==> config.mk <==
export PLATFORM = sky130hd
export DESIGN_NAME = stopwatch_controller_flat
export DESIGN_NICKNAME = d
export VERILOG_FILES = /design/src/rtl/stopwatch_if.sv /design/src/rtl/stopwatch_controller.sv /design/src/flat_wrapper.sv
export SDC_FILE = /design/constraint.sdc
export NUM_CORES = 1
export LEC_CHECK = 0
export ABC_AREA = 1
export CORE_MARGIN = 4
export CORE_UTILIZATION = 50
export CTS_CLUSTER_DIAMETER = 150
export DETAILED_ROUTE_END_ITERATION = 16
export GPL_ROUTABILITY_DRIVEN = 0
export GPL_TIMING_DRIVEN = 0
export PLACE_DENSITY = 0.69
export SLEW_MARGIN = 15
export SYNTH_ARGS = -nofsm -noshare
export SYNTH_HDL_FRONTEND = slang
export SYNTH_SLANG_ARGS = --single-unit
==> constraint.sdc <==
create_clock -name clock -period 3.09 [get_ports clock]
set_input_delay 0.927 -clock clock [delete_from_list [all_inputs] [get_ports clock]]
set_output_delay 0.927 -clock clock [all_outputs]
set_load 0.01 [all_outputs]
==> src/rtl/stopwatch_if.sv <==
// Stopwatch control/display bundle: pulse commands in, display and status out.
`timescale 1ns/1ps
interface stopwatch_if;
    localparam int unsigned CNT_W = 6;

    logic             start_stop;
    logic             lap;
    logic             clear;
    logic [CNT_W-1:0] minutes;
    logic [CNT_W-1:0] seconds;
    logic             running;
    logic             lap_active;
    logic             rollover;

    // Command source (panel / testbench) side
    modport master (
        output start_stop,
        output lap,
        output clear,
        input  minutes,
        input  seconds,
        input  running,
        input  lap_active,
        input  rollover
    );

    // Stopwatch core side
    modport slave (
        input  start_stop,
        input  lap,
        input  clear,
        output minutes,
        output seconds,
        output running,
        output lap_active,
        output rollover
    );
endinterface

==> src/rtl/stopwatch_controller.sv <==
// Minutes:seconds stopwatch with run/pause, lap freeze and hourly wrap pulse.
// TICKS_PER_SEC must be at least 2.
`timescale 1ns/1ps
module stopwatch_controller #(
    parameter int unsigned TICKS_PER_SEC = 50000000
) (
    input  logic       clock,
    input  logic       reset,
    stopwatch_if.slave sw
);
    localparam int unsigned PW    = (TICKS_PER_SEC > 2) ? $clog2(TICKS_PER_SEC) : 1;
    localparam int unsigned CW    = 6;
    localparam logic [PW-1:0] PRESC_MAX = PW'(TICKS_PER_SEC - 1);
    localparam logic [CW-1:0] CNT_MAX   = CW'(59);

    typedef enum logic [1:0] {
        S_IDLE     = 2'd0,
        S_RUNNING  = 2'd1,
        S_LAP_HOLD = 2'd2,
        S_PAUSED   = 2'd3
    } state_t;

    state_t        r_state;
    state_t        w_state_nxt;

    logic [PW-1:0] r_presc;
    logic [CW-1:0] r_min;
    logic [CW-1:0] r_sec;
    logic [CW-1:0] r_disp_min;
    logic [CW-1:0] r_disp_sec;
    logic          r_running;
    logic          r_lap_active;
    logic          r_rollover;

    logic [PW-1:0] w_presc_nxt;
    logic [CW-1:0] w_min_nxt;
    logic [CW-1:0] w_sec_nxt;
    logic [CW-1:0] w_disp_min_nxt;
    logic [CW-1:0] w_disp_sec_nxt;
    logic          w_wrap;
    logic          w_counting;
    logic          w_tick;

    assign w_counting = (r_state == S_RUNNING) || (r_state == S_LAP_HOLD);
    assign w_tick     = w_counting && (r_presc == PRESC_MAX);

    // State register
    always_ff @(posedge clock or negedge reset) begin
        if (!reset) begin
            r_state <= S_IDLE;
        end else begin
            r_state <= w_state_nxt;
        end
    end

    // Next-state: clear beats start_stop beats lap; the loser is dropped
    always_comb begin
        w_state_nxt = r_state;
        if (sw.clear) begin
            w_state_nxt = S_IDLE;
        end else if (sw.start_stop) begin
            case (r_state)
                S_IDLE:     w_state_nxt = S_RUNNING;
                S_RUNNING:  w_state_nxt = S_PAUSED;
                S_LAP_HOLD: w_state_nxt = S_PAUSED;
                S_PAUSED:   w_state_nxt = S_RUNNING;
                default:    w_state_nxt = S_IDLE;
            endcase
        end else if (sw.lap) begin
            case (r_state)
                S_IDLE:     w_state_nxt = S_IDLE;
                S_RUNNING:  w_state_nxt = S_LAP_HOLD;
                S_LAP_HOLD: w_state_nxt = S_RUNNING;
                S_PAUSED:   w_state_nxt = S_IDLE;
                default:    w_state_nxt = S_IDLE;
            endcase
        end
    end

    // Prescaler, count advance and display selection for the coming edge
    always_comb begin
        w_presc_nxt    = r_presc;
        w_min_nxt      = r_min;
        w_sec_nxt      = r_sec;
        w_wrap         = 1'b0;
        w_disp_min_nxt = r_disp_min;
        w_disp_sec_nxt = r_disp_sec;

        // Entering IDLE (clear or paused lap) zeroes everything and swallows a tick
        if (w_state_nxt == S_IDLE) begin
            w_presc_nxt = '0;
            w_min_nxt   = '0;
            w_sec_nxt   = '0;
        end else if (w_counting) begin
            if (w_tick) begin
                w_presc_nxt = '0;
                if (r_sec == CNT_MAX) begin
                    w_sec_nxt = '0;
                    if (r_min == CNT_MAX) begin
                        w_min_nxt = '0;
                        w_wrap    = 1'b1;
                    end else begin
                        w_min_nxt = r_min + CW'(1);
                    end
                end else begin
                    w_sec_nxt = r_sec + CW'(1);
                end
            end else begin
                w_presc_nxt = r_presc + PW'(1);
            end
        end

        // Display tracks the count except while a lap is being held
        if (!((w_state_nxt == S_LAP_HOLD) && (r_state == S_LAP_HOLD))) begin
            w_disp_min_nxt = w_min_nxt;
            w_disp_sec_nxt = w_sec_nxt;
        end
    end

    // Datapath and registered outputs
    always_ff @(posedge clock or negedge reset) begin
        if (!reset) begin
            r_presc      <= '0;
            r_min        <= '0;
            r_sec        <= '0;
            r_disp_min   <= '0;
            r_disp_sec   <= '0;
            r_running    <= 1'b0;
            r_lap_active <= 1'b0;
            r_rollover   <= 1'b0;
        end else begin
            r_presc      <= w_presc_nxt;
            r_min        <= w_min_nxt;
            r_sec        <= w_sec_nxt;
            r_disp_min   <= w_disp_min_nxt;
            r_disp_sec   <= w_disp_sec_nxt;
            r_running    <= (w_state_nxt == S_RUNNING) || (w_state_nxt == S_LAP_HOLD);
            r_lap_active <= (w_state_nxt == S_LAP_HOLD);
            r_rollover   <= w_wrap;
        end
    end

    assign sw.minutes    = r_disp_min;
    assign sw.seconds    = r_disp_sec;
    assign sw.running    = r_running;
    assign sw.lap_active = r_lap_active;
    assign sw.rollover   = r_rollover;
endmodule
==> src/flat_wrapper.sv <==
// flat-port wrapper written by rule: the top's interface ports become plain ports
module stopwatch_controller_flat 
#(
    parameter int unsigned TICKS_PER_SEC = 50000000
)
  (clock, reset, sw_start_stop, sw_lap, sw_clear, sw_minutes, sw_seconds, sw_running, sw_lap_active, sw_rollover);
  stopwatch_if sw_i ();
  input  logic clock;
  input  logic reset;
  input wire logic [$bits(sw_i.start_stop)-1:0] sw_start_stop;
  input wire logic [$bits(sw_i.lap)-1:0] sw_lap;
  input wire logic [$bits(sw_i.clear)-1:0] sw_clear;
  output wire logic [$bits(sw_i.minutes)-1:0] sw_minutes;
  output wire logic [$bits(sw_i.seconds)-1:0] sw_seconds;
  output wire logic [$bits(sw_i.running)-1:0] sw_running;
  output wire logic [$bits(sw_i.lap_active)-1:0] sw_lap_active;
  output wire logic [$bits(sw_i.rollover)-1:0] sw_rollover;
  assign sw_i.start_stop = sw_start_stop;
  assign sw_i.lap = sw_lap;
  assign sw_i.clear = sw_clear;
  assign sw_minutes = sw_i.minutes;
  assign sw_seconds = sw_i.seconds;
  assign sw_running = sw_i.running;
  assign sw_lap_active = sw_i.lap_active;
  assign sw_rollover = sw_i.rollover;
  stopwatch_controller #(.TICKS_PER_SEC(TICKS_PER_SEC)) u_core (.clock(clock), .reset(reset), .sw(sw_i));
endmodule
Word-level counts from Yosys, hierarchy flattened
Index checks and enable logic that the tools add are counted.

Output and inout bits: 15. Word-level logic and storage cells: 51. Flip-flop bits (word level): 55.

$add $sub $neg: 3. Reduce and logical (&&, ||, !) cells: 9. Multiplexer cells: 22. Eq/ne operators: 8.

Operators with widths (count): 2-to-1 mux 26 bit (3); 2-to-1 mux 6 bit (9); adder 26 x 1 -> 26 bit (second input constant) (1); == test 26 bit (second input constant) (1); adder 6 x 1 -> 6 bit (second input constant) (2); == test 6 bit (second input constant) (2); == test 2 bit (second input constant) (3); 2-to-1 mux 2 bit (3); one-hot mux 2 bit (3 select lines) (1); 2-to-1 mux 1 bit (5); == test 2 x 1 -> 1 bit (second input constant) (2); zero test 2 bit (2); one-hot mux 2 bit (2 select lines) (1); OR reduction 2 bit (2); logical AND 1 bit (2); logical OR 1 bit (2); nonzero test 2 bit (1).

Longest topological paths before layout
Gate-level depths: netlist of run 1.

Depth in word-level cells: 8. Depth in mapped cells: 14. Depth with buffers taken out: 13.

Worst setup path before layout of run 1
Ideal clock, no wire load.

Path kind: in2reg. Start point: input sw_lap. End point: register u_core.r_presc[12]. Stages: 11. Arrival: 2394 ps. Path buffers: 1. Slack: 574 ps. Required time: 2968 ps. Library setup time: 122 ps. Path through: a211o_1 -> nand2_1 -> ha_1 -> inv_2 -> nand2_1 -> inv_1 -> buf_2 -> nor3_1 -> nand2_1 -> o21ai_1 -> a21oi_1.

Longest elaborated chain between the ends: 5. Elaborated cells on any way between the ends: 6. Classes of those cells: 4 x mux; 2 x reduce/logical.

Ends and longest elaborated chain: start, declared (RTL line flat_wrapper.sv:11) `input wire logic [$bits(sw_i.lap)-1:0] sw_lap;`; 2-to-1 mux 2 bit * (RTL line stopwatch_controller.sv:69) `end else if (sw.lap) begin`; 2-to-1 mux 2 bit * (RTL line stopwatch_controller.sv:61) `end else if (sw.start_stop) begin`; 2-to-1 mux 2 bit * (RTL line stopwatch_controller.sv:59) `if (sw.clear) begin`; zero test 2 bit * (RTL line stopwatch_controller.sv:90) `if (w_state_nxt == S_IDLE) begin`; 2-to-1 mux 26 bit / nonzero test 2 bit (equally long branches); end signal, assigned (RTL line stopwatch_controller.sv:132) `r_presc <= w_presc_nxt;`; end, declared (RTL line stopwatch_controller.sv:26) `logic [PW-1:0] r_presc;`.

Mark *: on every way between the ends. The rest lies on a longest branch, timed or not. A chain may end at the register's enable or synchronous reset.

Worst setup path after layout of run 1
Same ends and word-level chain as after synthesis.

==> results.toml, run 1 <==
[clock_tree]
postCtsSetupBuffers = 0
numCtsBuffers = 5
clock_latency_ns = 0.31
root_buffer = "clkbuf_8"
cts.path.max_buffers = 2
cts_sinks = 55
cts_tree = "built"
cts-resized-gates = 1
holdBufCountCts = 0
path_clk_slew_ns = 0.10
htree_levels = 2

[placed_design]
numPortBuffers = 19
place_inst = 545
dpl.hpwl_um = 5701

[detailed_routing]
avgViaCountPerCell = 5.401
vias = 2987
drc = 0
routed_wl_um = 7715
wl_per_cell_um = 13.95
postRouteAntennaNets = 0
drt_pass1_iterations = 5
drt_iter0_markers = 221

[layout]
regArea_um2 = 1376
final_nets = 487
synthToLayoutAreaGrowth_pct = 11.74
num_antenna_cells = 0
fin_cells = 553
num-fill-cells = 627
drive_above_1_share = 0.08193
finalCoreUtilization = 0.5722
multi_input_area_um2 = 1620

[worst_setup_path]
ff2ff_path_depth = 13
crit_path_cell_trace = "clkdlybuf4s50_1 -> nor2_1 -> a211o_1 -> nand2_1 -> ha_2 -> inv_2 -> nand2_2 -> inv_1 -> buf_2 -> nor3_2 -> nand2_1 -> o21ai_1 -> a21oi_1"
cp_slowest_stage_delay_ns = 0.51
worstReg2RegEnd = "u_core.r_presc[12]$_DFFE_PN0P_"
crit_slowest_cell = "clkdlybuf4s50_1"
cp_max_fo = 10
crit_top_cell = "nand2_1"
r2r_slack_ns = 0.61
worstReg2RegStart = "u_core.r_state[0]$_DFF_PN0_"
required_ns = 3.29
crit_path_start_kind = "primary input"
end_kind = "flip-flop"
cp.arrival_ns = 3.12
crit_type = "primary input to flip-flop"

[global_route]
grt-ovfl-total = 0
grt_max_degree = 56
grt_pass1_vias = 2892
antenna_found_initial = 0
grt_first_pass_wirelength_um = 13300
grt_use_total = 0.2150

[floorplan]
die-width_um = 88.65
ios = 20
core_area_um2 = 6350
initial_utilization = 0.5121
num_rows = 29
die_y_um = 88.65
die_area_um2 = 7858

[timing]
fin_crit_ns = 2.916
clock_skew_ns = 0.009596
rsz0062_at_grt = "no"
relSlewSlack = 0.5375
finalSetupViolations = 0
fin_crit_sh = 0.9438
worst_slew_pin_slew_ns = 0.6938
finalHoldViolations = 0
final_max_slew_viol_count = 0
fmax_ghz = 0.3429

[hold_path]
hold_end = "u_core.sw.minutes[3]$_DFFE_PN0N_"
hold_path_class = "flip-flop to flip-flop"
worstHoldPathCells = 2
holdCritStartpoint = "u_core.sw.minutes[3]$_DFFE_PN0N_"

[power]
power.total_mw = 1.263
power_density_nw_per_um2 = 347.6
ir_drop_mv = 0.1926
leakage_nw = 1.702

[yosys]
syn-num-nets = 461
yosys-top-cells-area = "dfrtp_1 42%, nand2_1 14%, nor2_1 7.6%, nand3_1 6.9%, inv_1 6.0%"
ys_warn_count = 0
synth_top_area_cell = "dfrtp_1"
synth-seq-cells = 55
ys_seq_area_frac = 0.4232
avgSynthCellArea_um2 = 7.242
yosys.area.top_type_share = 0.4232
syn-instance-count = 449
syn_area_um2 = 3252
netlist-cell-type-count = 35

[status]
outcome = "finished, final reports clean"

[flow_run]
cap_viol_max_count = 0
-- critical path: cells and delay by family --
kind,cells,cell delay (ns)
fa+ha+maj,1,0.23
compound gates,3,0.39
simple gates,5,0.67
buf+inv,4,0.89
-- cell usage after synthesis (all sizes together) --
master and instances:
nand2 122, nor2 73, dfrtp 55, inv 53, nand3 47, nand4 17, o21ai 15, nor3 12
a21oi 11, buf 10, xor2 9, ha 7, clkbuf 3, xnor2 3, and2 2, o21a 2
o21bai 2, a211o 1, a211oi 1, a221oi 1, nand3b 1, nor4 1, or2 1
-- per-layer routing --
layer | share of wire | GRT usage | up-vias
met4 | 0.012 | 0.05632 | 0
met1 | 0.47 | 0.3063 | 1378
met2 | 0.45 | 0.3394 | 114
li1 | - | - | 1485
met3 | 0.065 | 0.03631 | 10
met5 | 0 | 0 | -
-- cell families after synthesis --
kind of cell / after synthesis / synth area share
and+or+nand+nor: 276 / 0.3725
buffers and inverters: 66 / 0.08234
DFF: 55 / 0.4232
AOI/OAI and AO/OA: 33 / 0.06272
xor gates and xnor gates: 12 / 0.03232
adders and majority gates: 7 / 0.02693
-- area by class of cell --
cell class / count / area share
Multi-Input combinational cell: 328 / 0.4459
Sequential cell: 55 / 0.3788
Inverter: 53 / 0.05475
Timing Repair Buffer: 19 / 0.05165
Tap cell: 77 / 0.02652
Clock buffer: 6 / 0.01997
Buffer: 13 / 0.01894
Clock inverter: 2 / 0.003444
-- sequential cells by signal, summed over array words and instances, names as in the netlist --
name	cells
u_core.sw.rollover	1
u_core.sw.seconds	6
u_core.sw.running	1
u_core.r_state	2
u_core.r_min	6
u_core.r_sec	6
u_core.sw.minutes	6
u_core.sw.lap_active	1
u_core.r_presc	26
-- cell usage in the layout (no fill, tap or decap), types with 2 or more instances in the layout --
| cell | Yosys | routed |
|---|---|---|
| inv_1 | 52 | 52 |
| o21ai_0 | 8 | 7 |
| o21ai_2 | 3 | 3 |
| and2_1 | 2 | 2 |
| nor2_2 | 5 | 6 |
| xnor2_1 | 3 | 3 |
| nand2_2 | 3 | 4 |
| nand3_2 | 2 | 2 |
| xor2_1 | 9 | 9 |
| nor3_1 | 12 | 11 |
| buf_2 | 7 | 7 |
| dfrtp_1 | 55 | 55 |
| clkbuf_1 | 3 | 4 |
| nand2_1 | 119 | 118 |
| o21ai_1 | 4 | 5 |
| nor2_4 | 2 | 2 |
| clkbuf_8 | 0 | 5 |
| ha_1 | 7 | 6 |
| o21a_1 | 2 | 2 |
| a21oi_1 | 10 | 10 |
| nand4_1 | 17 | 17 |
| buf_4 | 1 | 2 |
| nand3_1 | 45 | 45 |
| nor2_1 | 66 | 65 |
| clkdlybuf4s50_1 | 0 | 18 |
-- how the worst max path moves through the flow --
stage,from,endpoint,cells past startpoint,slack [ns]
detailed placement,sw_lap,u_core.r_presc[12]$_DFFE_PN0P_,13,-0.40
finish,sw_lap,u_core.r_presc[12]$_DFFE_PN0P_,13,0.17
CTS,sw_lap,u_core.r_presc[6]$_DFFE_PN0P_,12,0.05
floorplan,sw_lap,u_core.r_presc[12]$_DFFE_PN0P_,11,0.57
global placement,reset,u_core.sw.seconds[5]$_DFFE_PN0N_,1,-0.59
global route,sw_lap,u_core.r_presc[13]$_DFFE_PN0P_,12,0.02
-- where the power goes --
group	switching (mW)	internal [mW]
Sequential	0.00494	0.728
Clock	0.238	0.159
Combinational	0.0976	0.0349
Total	0.341	0.923
-- through the flow --
stage | hold WS, ns | TNS [ns] | setup WS (ns) | cell area, µm²
2_1_floorplan | 0.4747 | 0 | 0.5737 | 3252
3_3_place_gp | 0.4626 | -34.69 | -0.5860 | 3538
5_1_grt | 0.5259 | 0 | 0.01888 | 3633
4_1_cts | 0.4917 | 0 | 0.04723 | 3626
6_report | 0.4903 | 0 | 0.1736 | 3633
3_5_place_dp | 0.4652 | -2.683 | -0.3976 | 3536
Note: power is estimated with default switching activity, not from simulation.
==> run 2, diff against run 1 <==
--- a/config.mk
+++ b/config.mk
@@ -6,8 +6,10 @@
 export NUM_CORES = 1
 export LEC_CHECK = 0
 export ABC_AREA = 1
+export CORE_ASPECT_RATIO = 1.75
 export CORE_MARGIN = 4
 export CORE_UTILIZATION = 50
+export CTS_BUF_LIST = sky130_fd_sc_hd__clkbuf_8
 export CTS_CLUSTER_DIAMETER = 150
 export DETAILED_ROUTE_END_ITERATION = 16
 export GPL_ROUTABILITY_DRIVEN = 0
==> constraint.sdc (replaced) <==
create_clock -name clock -period 3.8 [get_ports clock]
set_input_delay 1.14 -clock clock [delete_from_list [all_inputs] [get_ports clock]]
set_output_delay 1.14 -clock clock [all_outputs]
set_load 0.01 [all_outputs]
==> results.toml, run 2 (synthesized netlist as in run 1, its figures left out) <==
[clock_tree]
clock_latency_ns = 0.32
htree_levels = 2
path_clk_slew_ns = 0.10
holdBufCountCts = 0
cts_tree = "built"
postCtsSetupBuffers = 0
cts_sinks = 55
root_buffer = "clkbuf_8"
numCtsBuffers = 5
cts-resized-gates = 0
cts.path.max_buffers = 2

[floorplan]
initial_utilization = 0.5181
die_area_um2 = 7909
ios = 20
die_y_um = 114.7
core_area_um2 = 6276
num_rows = 38
die-width_um = 68.96

[timing]
final_max_slew_viol_count = 0
fin_crit_ns = 3.481
fin_crit_sh = 0.9160
rsz0062_at_grt = "no"
finalHoldViolations = 0
worst_slew_pin_slew_ns = 0.6879
fmax_ghz = 0.2873
finalSetupViolations = 0
clock_skew_ns = 0.01300
tns_ns = 0
relSlewSlack = 0.5414

[layout]
num-fill-cells = 626
num_antenna_cells = 0
drive_above_1_share = 0.07353
mostFrequentLayoutCells = "119 x nand2_1, 66 x nor2_1, 55 x dfrtp_1, 53 x inv_1, 45 x nand3_1"
largest_reg_flops = 26
layout_commonest_cell = "nand2_1"
synthToLayoutAreaGrowth_pct = 12.93
final_nets = 487
largest-register = "u_core.r_presc"

[global_route]
grt-ovfl-total = 0
antenna_found_initial = 0
grt_pass1_vias = 3078
grt_use_total = 0.2340
grt_first_pass_wirelength_um = 13770
grt_max_degree = 56

[status]
outcome = "finished, final reports clean"

[detailed_routing]
drt_iter0_markers = 180
avgViaCountPerCell = 5.379
postRouteAntennaNets = 0
drt_pass1_iterations = 4
vias = 2991
routed_wl_um = 8159
wl_per_cell_um = 14.67
drc = 0

[flow_run]
cap_viol_max_count = 0

[worst_setup_path]
startpoint = "sw_lap"
worstReg2RegStart = "u_core.r_state[0]$_DFF_PN0_"
cp_max_fo = 10
required_ns = 4.01
cp.arrival_ns = 3.70
crit_path_start_kind = "primary input"
end_kind = "flip-flop"
crit_type = "primary input to flip-flop"

[power]
power.total_mw = 1.158
ir_drop_mv = 0.3490
leakage_nw = 1.731
power_density_nw_per_um2 = 315.3

[placed_design]
dpl.hpwl_um = 6428
numPortBuffers = 19

[hold_path]
hold_path_class = "flip-flop to flip-flop"
holdCritStartpoint = "u_core.sw.minutes[3]$_DFFE_PN0N_"
[run 2: cell count changes in the layout (fill, tap and decap cells not counted), sizes merged]
cell	change
bufinv	+2
clkinv	-1
clkbuf	-1
clkinvlp	-1
inv	+1
[run 2: area by class of cell]
type                       count  area (µm²)  area share
buffer                        13       68.82     0.01874
sequential                    55        1376      0.3748
clock buffer                   5       68.82     0.01874
clock inverter                 3       63.81     0.01738
multi-input combinational    328        1608      0.4378
tap                           80       100.1     0.02726
timing repair buffer          19       187.7     0.05111
inverter                      53       198.9     0.05417
[run 2: through the flow]
stage,hold slack [ns],std cells,util,setup slack [ns],instance area (µm²)
final,0.4849,556,0.5851,0.3192,3672
after global routing,0.5099,556,0.5851,0.1303,3672
after CTS,0.4917,556,0.5851,0.3175,3672
after detailed placement,0.4704,548,0.5640,-0.04015,3540
after global placement,0.4634,548,0.5644,-0.1469,3542
after floorplan,0.4747,449,-,1.071,3252
[run 2: metal layers]
layer | vias to the layer above | global-route usage | part of all wire
met4 | 0 | 0.1523 | 0.064
met2 | 73 | 0.4241 | 0.55
li1 | 1486 | - | -
met3 | 35 | 0.03635 | 0.031
met5 | - | 0 | 0
met1 | 1397 | 0.2324 | 0.36
[run 2: path summary, 6_finish.rpt]
path / slack [ns] / end / cells past startpoint
max: 0.32 / u_core.r_presc[12]$_DFFE_PN0P_ / 13
min: 0.48 / u_core.sw.minutes[3]$_DFFE_PN0N_ / 2
max reg2reg: 0.99 / u_core.r_presc[12]$_DFFE_PN0P_ / 13
min reg2reg: 0.48 / u_core.sw.minutes[3]$_DFFE_PN0N_ / 2
max in group asynchronous: 2.48 / u_core.r_min[4]$_DFF_PN0_ / 1
min in group asynchronous: 0.85 / u_core.r_presc[2]$_DFFE_PN0P_ / 1
[run 2: worst max-delay path: stages]
cell,delay (ns)
clkdlybuf4s50_1,0.52
nor2_1,0.07
a211o_1,0.22
nand2_1,0.11
ha_1,0.24
inv_2,0.07
nand2_1,0.22
inv_1,0.17
buf_2,0.22
nor3_1,0.42
nand2_1,0.10
o21ai_1,0.13
a21oi_1,0.05
[run 2: power by group]
part           switching [mW]  total, mW  internal, mW
Combinational          0.0794      0.107        0.0276
Clock                   0.194      0.454         0.261
Sequential            0.00410      0.596         0.592
Total                   0.277       1.16         0.881
